===== config.mk =====
export PLATFORM = sky130hd
export DESIGN_NAME = seg7_scan_mux_flat
export DESIGN_NICKNAME = d
export VERILOG_FILES = /design/src/rtl/seg7_pkg.sv /design/src/rtl/seg7_scan_mux_if.sv /design/src/rtl/hex_to_seg7.sv /design/src/rtl/seg7_scan_mux.sv /design/src/flat_wrapper.sv
export SDC_FILE = /design/constraint.sdc
export NUM_CORES = 1
export LEC_CHECK = 0
export CORE_MARGIN = 10
export CORE_UTILIZATION = 45
export CTS_CLUSTER_SIZE = 24
export DETAILED_ROUTE_END_ITERATION = 8
export HOLD_SLACK_MARGIN = 0.03
export MAX_ROUTING_LAYER = met4
export PLACE_DENSITY = 0.63
export SYNTH_ARGS = -nofsm -noshare
export SYNTH_HDL_FRONTEND = slang
export SYNTH_SLANG_ARGS = --single-unit

===== constraint.sdc =====
create_clock -name clk -period 11.7 [get_ports clk]
set_clock_uncertainty 0.15 [all_clocks]
set_input_delay 3.51 -clock clk [delete_from_list [all_inputs] [get_ports clk]]
set_output_delay 3.51 -clock clk [all_outputs]
set_load 0.005 [all_outputs]

===== src/rtl/seg7_pkg.sv =====
// Shared seven-segment definitions: blank pattern, hex decode table, index width helper.
// Latency: n/a (constants and pure functions only).
// Backpressure: n/a.
package seg7_pkg;

  // All segments off (active-low bus).
  localparam logic [6:0] SEG_BLANK = 7'b1111111;

  // Per-slot display phase of the scan multiplexer.
  typedef enum logic {
    ST_BLANK = 1'b0,
    ST_SHOW  = 1'b1
  } slot_state_t;

  // Hex nibble to {a,b,c,d,e,f,g}, active-low. Identical to the counter stage.
  function automatic logic [6:0] hex_decode(input logic [3:0] hex);
    logic [6:0] seg;
    seg = SEG_BLANK;
    case (hex)
      4'h0: seg = 7'b0000001;
      4'h1: seg = 7'b1001111;
      4'h2: seg = 7'b0010010;
      4'h3: seg = 7'b0000110;
      4'h4: seg = 7'b1001100;
      4'h5: seg = 7'b0100100;
      4'h6: seg = 7'b0100000;
      4'h7: seg = 7'b0001111;
      4'h8: seg = 7'b0000000;
      4'h9: seg = 7'b0000100;
      4'hA: seg = 7'b0001000;
      4'hB: seg = 7'b1100000;
      4'hC: seg = 7'b0110001;
      4'hD: seg = 7'b1000010;
      4'hE: seg = 7'b0110000;
      4'hF: seg = 7'b0111000;
      default: seg = SEG_BLANK;
    endcase
    return seg;
  endfunction

  // Bits needed to index num_digits digits; never narrower than one bit.
  function automatic int idx_width(input int num_digits);
    return (num_digits <= 2) ? 1 : $clog2(num_digits);
  endfunction

endpackage


===== src/rtl/seg7_scan_mux_if.sv =====
// Bundle between the value source and the scan multiplexer, plus the display pins.
// Latency: n/a (wires only).
// Backpressure: none; load is a fire-and-forget strobe.
//   value/dp_in/load/blank_lz : source -> mux (digit 0 is value[3:0])
//   seg7/dp/an/frame_done     : mux -> display pins and frame pulse
interface seg7_scan_mux_if #(
  parameter int NUM_DIGITS = 4
);
  logic [4*NUM_DIGITS-1:0] value;
  logic [NUM_DIGITS-1:0]   dp_in;
  logic                    load;
  logic                    blank_lz;
  logic [6:0]              seg7;
  logic                    dp;
  logic [NUM_DIGITS-1:0]   an;
  logic                    frame_done;

  modport master (
    output value, dp_in, load, blank_lz,
    input  seg7, dp, an, frame_done
  );

  modport slave (
    input  value, dp_in, load, blank_lz,
    output seg7, dp, an, frame_done
  );
endinterface


===== src/rtl/hex_to_seg7.sv =====
// Combinational hex nibble to active-low seven-segment decoder.
// Latency: 0 cycles (pure combinational).
// Backpressure: none.
//   nibble : 4-bit hex digit in
//   seg7   : {a,b,c,d,e,f,g} active-low out
module hex_to_seg7
  import seg7_pkg::*;
(
  input  logic [3:0] nibble,
  output logic [6:0] seg7
);

  assign seg7 = hex_decode(nibble);

endmodule


===== src/rtl/seg7_scan_mux.sv =====
// Time-multiplexed, double-buffered hex display driver with per-slot dead-time blanking.
// Latency: registered outputs; a load becomes visible at the next frame boundary.
// Backpressure: none; later loads in the same frame overwrite the shadow.
//   clk, rst : clock and synchronous active-high reset
//   bus      : slave side of seg7_scan_mux_if (value, dp_in, load, blank_lz in;
//              seg7, dp, an, frame_done out)
module seg7_scan_mux
  import seg7_pkg::*;
#(
  parameter int NUM_DIGITS   = 4,
  parameter int REFRESH_DIV  = 50000,
  parameter int BLANK_CYCLES = 16
) (
  input logic            clk,
  input logic            rst,
  seg7_scan_mux_if.slave bus
);

  localparam int CNT_W = $clog2(REFRESH_DIV);
  localparam int IDX_W = idx_width(NUM_DIGITS);

  localparam logic [CNT_W-1:0] CNT_LAST = CNT_W'(REFRESH_DIV - 1);
  localparam logic [CNT_W-1:0] CNT_SHOW = CNT_W'(BLANK_CYCLES);
  localparam logic [IDX_W-1:0] IDX_LAST = IDX_W'(NUM_DIGITS - 1);

  typedef logic [NUM_DIGITS-1:0][3:0] digits_t;

  logic [CNT_W-1:0]      slot_cnt, slot_cnt_nxt;
  logic [IDX_W-1:0]      idx, idx_nxt;
  digits_t               shadow_val, active_val, active_val_nxt;
  logic [NUM_DIGITS-1:0] shadow_dp, active_dp, active_dp_nxt;
  logic                  pending, pending_nxt;
  logic                  frame_wrap;
  slot_state_t           state, state_nxt;

  logic                  lz_seen;
  logic [NUM_DIGITS-1:0] lz_sup;
  logic [6:0]            dec_seg;
  logic [6:0]            seg7_nxt;
  logic                  dp_nxt;
  logic [NUM_DIGITS-1:0] an_nxt;
  logic                  frame_done_nxt;

  // Slot counter and digit index.
  always_comb begin
    slot_cnt_nxt = slot_cnt + 1'b1;
    idx_nxt      = idx;
    if (slot_cnt == CNT_LAST) begin
      slot_cnt_nxt = '0;
      idx_nxt      = (idx == IDX_LAST) ? '0 : idx + 1'b1;
    end
  end

  // The edge leaving the last slot of a frame lands on the next frame boundary.
  assign frame_wrap = (slot_cnt == CNT_LAST) && (idx == IDX_LAST);

  // Shadow -> active transfer only on the boundary so a frame never tears.
  // A load on the boundary edge itself goes straight to active.
  always_comb begin
    active_val_nxt = active_val;
    active_dp_nxt  = active_dp;
    pending_nxt    = pending;
    if (frame_wrap) begin
      pending_nxt = 1'b0;
      if (bus.load) begin
        active_val_nxt = bus.value;
        active_dp_nxt  = bus.dp_in;
      end else if (pending) begin
        active_val_nxt = shadow_val;
        active_dp_nxt  = shadow_dp;
      end
    end else if (bus.load) begin
      pending_nxt = 1'b1;
    end
  end

  // A digit is suppressed when it and every digit above it are zero; digit 0 never is.
  always_comb begin
    lz_seen = 1'b0;
    lz_sup  = '0;
    for (int i = NUM_DIGITS - 1; i >= 1; i--) begin
      lz_seen   = lz_seen | (active_val_nxt[i] != 4'h0);
      lz_sup[i] = ~lz_seen;
    end
  end

  // Outputs are registered from next-state values so they line up with the counter.
  hex_to_seg7 u_dec (
    .nibble (active_val_nxt[idx_nxt]),
    .seg7   (dec_seg)
  );

  always_comb begin
    state_nxt = state;
    case (state)
      ST_BLANK: if (slot_cnt_nxt == CNT_SHOW) state_nxt = ST_SHOW;
      ST_SHOW:  if (slot_cnt_nxt == '0)       state_nxt = ST_BLANK;
      default:  state_nxt = ST_BLANK;
    endcase

    seg7_nxt = SEG_BLANK;
    an_nxt   = '1;
    dp_nxt   = 1'b1;
    if (state_nxt == ST_SHOW) begin
      an_nxt[idx_nxt] = 1'b0;
      seg7_nxt        = (bus.blank_lz && lz_sup[idx_nxt]) ? SEG_BLANK : dec_seg;
      dp_nxt          = ~active_dp_nxt[idx_nxt];
    end

    frame_done_nxt = (slot_cnt_nxt == CNT_LAST) && (idx_nxt == IDX_LAST);
  end

  always_ff @(posedge clk) begin
    if (rst) begin
      slot_cnt       <= '0;
      idx            <= '0;
      state          <= ST_BLANK;
      shadow_val     <= '0;
      shadow_dp      <= '0;
      active_val     <= '0;
      active_dp      <= '0;
      pending        <= 1'b0;
      bus.seg7       <= SEG_BLANK;
      bus.dp         <= 1'b1;
      bus.an         <= '1;
      bus.frame_done <= 1'b0;
    end else begin
      slot_cnt   <= slot_cnt_nxt;
      idx        <= idx_nxt;
      state      <= state_nxt;
      active_val <= active_val_nxt;
      active_dp  <= active_dp_nxt;
      pending    <= pending_nxt;
      if (bus.load) begin
        shadow_val <= bus.value;
        shadow_dp  <= bus.dp_in;
      end
      bus.seg7       <= seg7_nxt;
      bus.dp         <= dp_nxt;
      bus.an         <= an_nxt;
      bus.frame_done <= frame_done_nxt;
    end
  end

endmodule


===== src/flat_wrapper.sv =====
// flat-port wrapper written by rule: the top's interface ports become plain ports
module seg7_scan_mux_flat import seg7_pkg::*;
#(
  parameter int NUM_DIGITS   = 4,
  parameter int REFRESH_DIV  = 50000,
  parameter int BLANK_CYCLES = 16
)
  (clk, rst, bus_value, bus_dp_in, bus_load, bus_blank_lz, bus_seg7, bus_dp, bus_an, bus_frame_done);
  seg7_scan_mux_if #(.NUM_DIGITS(NUM_DIGITS)) bus_i ();
  input logic clk;
  input logic rst;
  input wire logic [$bits(bus_i.value)-1:0] bus_value;
  input wire logic [$bits(bus_i.dp_in)-1:0] bus_dp_in;
  input wire logic [$bits(bus_i.load)-1:0] bus_load;
  input wire logic [$bits(bus_i.blank_lz)-1:0] bus_blank_lz;
  output wire logic [$bits(bus_i.seg7)-1:0] bus_seg7;
  output wire logic [$bits(bus_i.dp)-1:0] bus_dp;
  output wire logic [$bits(bus_i.an)-1:0] bus_an;
  output wire logic [$bits(bus_i.frame_done)-1:0] bus_frame_done;
  assign bus_i.value = bus_value;
  assign bus_i.dp_in = bus_dp_in;
  assign bus_i.load = bus_load;
  assign bus_i.blank_lz = bus_blank_lz;
  assign bus_seg7 = bus_i.seg7;
  assign bus_dp = bus_i.dp;
  assign bus_an = bus_i.an;
  assign bus_frame_done = bus_i.frame_done;
  seg7_scan_mux #(.NUM_DIGITS(NUM_DIGITS), .REFRESH_DIV(REFRESH_DIV), .BLANK_CYCLES(BLANK_CYCLES)) u_core (.clk(clk), .rst(rst), .bus(bus_i));
endmodule

==> results.ini <==
[run_status]
status=finished, final reports clean

[place]
place_ws_ns=5.18
place_congestion=0.841
port_buffers=36
hpwlAfterDp_um=5150

[finish]
nets=437
layout-drive-gt1-share=0.122
antenna_cells=0
fin_util=0.550
areaGrowthSynthToFinish_pct=17.4
fill_cells=686

[worst_hold_path]
worstHoldPathType=flip-flop to flip-flop

[global_route]
grt_use_total=0.136
grt_pass1_wl_um=12300
antenna_found_initial=0
grt_pass1_vias=2565
grt_max_degree=52
grt-ovfl-total=0

[route]
wirelength_um=7230
dr_total_vias=2626
top_layer=met4
drtIter0Drc=138
met2_length_um=3210
drc=0
drtAntennaViolNets=0
dr.pass1.iters=4
dr_wl_met3_um=243
vias_per_cell=5.17
wl_met1_um=3700
wl_per_cell_um=14.2

[logic_synthesis]
ys_types=50
synth_edf_count=0
synthArstFlopShare=0
yosysMostFrequentCell=dfxtp_1
synth_top_area_cell=dfxtp_1
ys.flop_type=dfxtp_1
syn-num-nets=407
synth-seq-cells=73
synthTopCellsByArea=dfxtp_1, mux2i_1, nor2_1, mux2_2, ha_1
syn_inst=374
ys_seq_area_frac=0.423
syn_avg_cell_area_um2=9.23
synthTopCellsByCount=dfxtp_1, nor2_1, mux2i_1, nand2_1, nand3_1
synth_warnings=0
synth_area_um2=3450
synth_top_area_frac=0.423

[timing]
hold_slack_ns=0.345
fmax_mhz=162
hold_viol=0
period_share=0.529
drv_slew=0
setup_viol=0
setup_slack_ns=5.51
slew_headroom=0.318
setup_tns_ns=0
period_minus_slack_ns=6.19
rsz0062_at_grt=no
worst-slew-pin-transition_ns=1.00

[clock_tree]
cts_resized=0
cts_tree=yes
htree_levels=3
clock-sinks=73
cts_root_buf=clkbuf_8
post-cts-setup-buffer-count=0
cts_buffers=9
hold_buffers=0
cts.reportedPaths.clkPinSlew_ns=0.08
clock_latency_ns=0.35
cts_buffer_depth=2

[power_and_ir_drop]
power.leakage_nw=1.67
peakVddDrop_v=0.0000916
power.total_uw=496
p_per_area_nw_per_um2=122

[floorplan]
rows=31
start_util=0.468
ios=37
core-area_um2=7370
die_y_um=108
fp.dieW_um=108
dieArea_um2=11600

[setup_path]
crit_top_cell=buf_4
worstPathMaxFanout=26
path_cells=clkdlybuf4s50_1, buf_4, o21ai_2, buf_4, mux2i_2, o22ai_1, nor3_2, inv_1, ha_1, mux2_1, mux2i_1, nand2_1
path_class=input pin to flip-flop
arrival_ns=6.28
worst_setup_path_end_kind=flip-flop
cp.required_ns=11.79
slowest_delay_ns=0.40
cp-start-kind=input pin
slowest_stage=clkdlybuf4s50_1

[flow_run]
cap_violations=0

-- path summary, 6_finish.rpt --
path	end	cells past startpoint	startpoint	slack (ns)
setup / recovery	u_core.bus.seg7[3]	12	bus_load	5.51
hold / removal	u_core.shadow_dp[3]	2	u_core.shadow_dp[3]	0.35
setup reg to reg	u_core.bus.seg7[3]	9	u_core.slot_cnt[10]	7.44
hold reg to reg	u_core.shadow_dp[3]	2	u_core.shadow_dp[3]	0.35
-- cells by family after synthesis --
logic type                 count (synthesis)  synth area share
xor gates and xnor gates                  17            0.0431
AOI/OAI and AO/OA                         44            0.0826
DFF                                       73             0.423
muxes                                     45             0.141
and+or+nand+nor                          157             0.236
adders and majority gates                  9            0.0326
buffers and inverters                     29            0.0413
-- state kept, by name, summed over array words and instances, names as in the netlist --
register and count:
u_core.active_val 16, u_core.shadow_val 16, u_core.slot_cnt 16, u_core.bus.seg7 7
u_core.active_dp 4, u_core.bus.an 4, u_core.shadow_dp 4, u_core.idx 2
u_core.bus.dp 1, u_core.bus.frame_done 1, u_core.pending 1, u_core.state 1
-- placed cells by master, fill, tap and decap left out, types with 3 or more instances in the layout --
cell type | Yosys | routed
nand3_1 | 18 | 18
xnor2_1 | 10 | 10
a21oi_1 | 14 | 14
nor2_1 | 56 | 56
o22ai_1 | 7 | 7
dfxtp_1 | 73 | 73
nor3_1 | 9 | 9
nor2b_1 | 16 | 16
clkdlybuf4s50_1 | 0 | 35
nand4_1 | 5 | 5
o21ai_0 | 7 | 7
mux2i_1 | 27 | 27
ha_1 | 9 | 9
nor4_1 | 7 | 7
nand2_1 | 27 | 27
clkbuf_8 | 0 | 9
clkinv_2 | 0 | 3
o211ai_1 | 4 | 4
inv_1 | 9 | 9
mux2_2 | 12 | 12
xor2_1 | 7 | 7
-- per-layer routing --
layer / global-route usage / vias up
met4: 0.0534 / 0
met5: - / -
met1: 0.181 / 1219
met2: 0.190 / 52
met3: 0.0359 / 8
li1: - / 1347
-- worst max-delay path, delay by kind of cell --
| family | cells | cell delay, ns |
|---|---|---|
| compound gates | 2 | 0.31 |
| fa+ha+maj | 1 | 0.22 |
| buf+inv | 4 | 1.11 |
| mux | 3 | 0.74 |
| simple gates | 2 | 0.37 |
-- through the flow --
step	area (µm²)	std cells
after floorplan	3450	374
after global placement	3840	492
after detailed placement	3840	492
after CTS	4050	508
after global routing	4050	508
final	4050	508
-- power breakdown --
part	internal (mW)	total [mW]	switching, mW	leakage [nW]
combinational	0.0151	0.0277	0.0126	0.968
sequential	0.253	0.257	0.00324	0.593
clock	0.119	0.212	0.0928	0.106
total	0.388	0.496	0.109	1.67
-- cell type report --
| cell class | count | area [µm²] | share of cell area |
|---|---|---|---|
| Clock buffer | 10 | 128 | 0.0315 |
| Timing Repair Buffer | 38 | 370 | 0.0914 |
| Multi-Input combinational cell | 272 | 1850 | 0.456 |
| Clock inverter | 6 | 82.6 | 0.0204 |
| Inverter | 10 | 37.5 | 0.00926 |
| Tap cell | 99 | 124 | 0.0306 |
| Sequential cell | 73 | 1460 | 0.361 |
(Power assumes the default switching activity.)
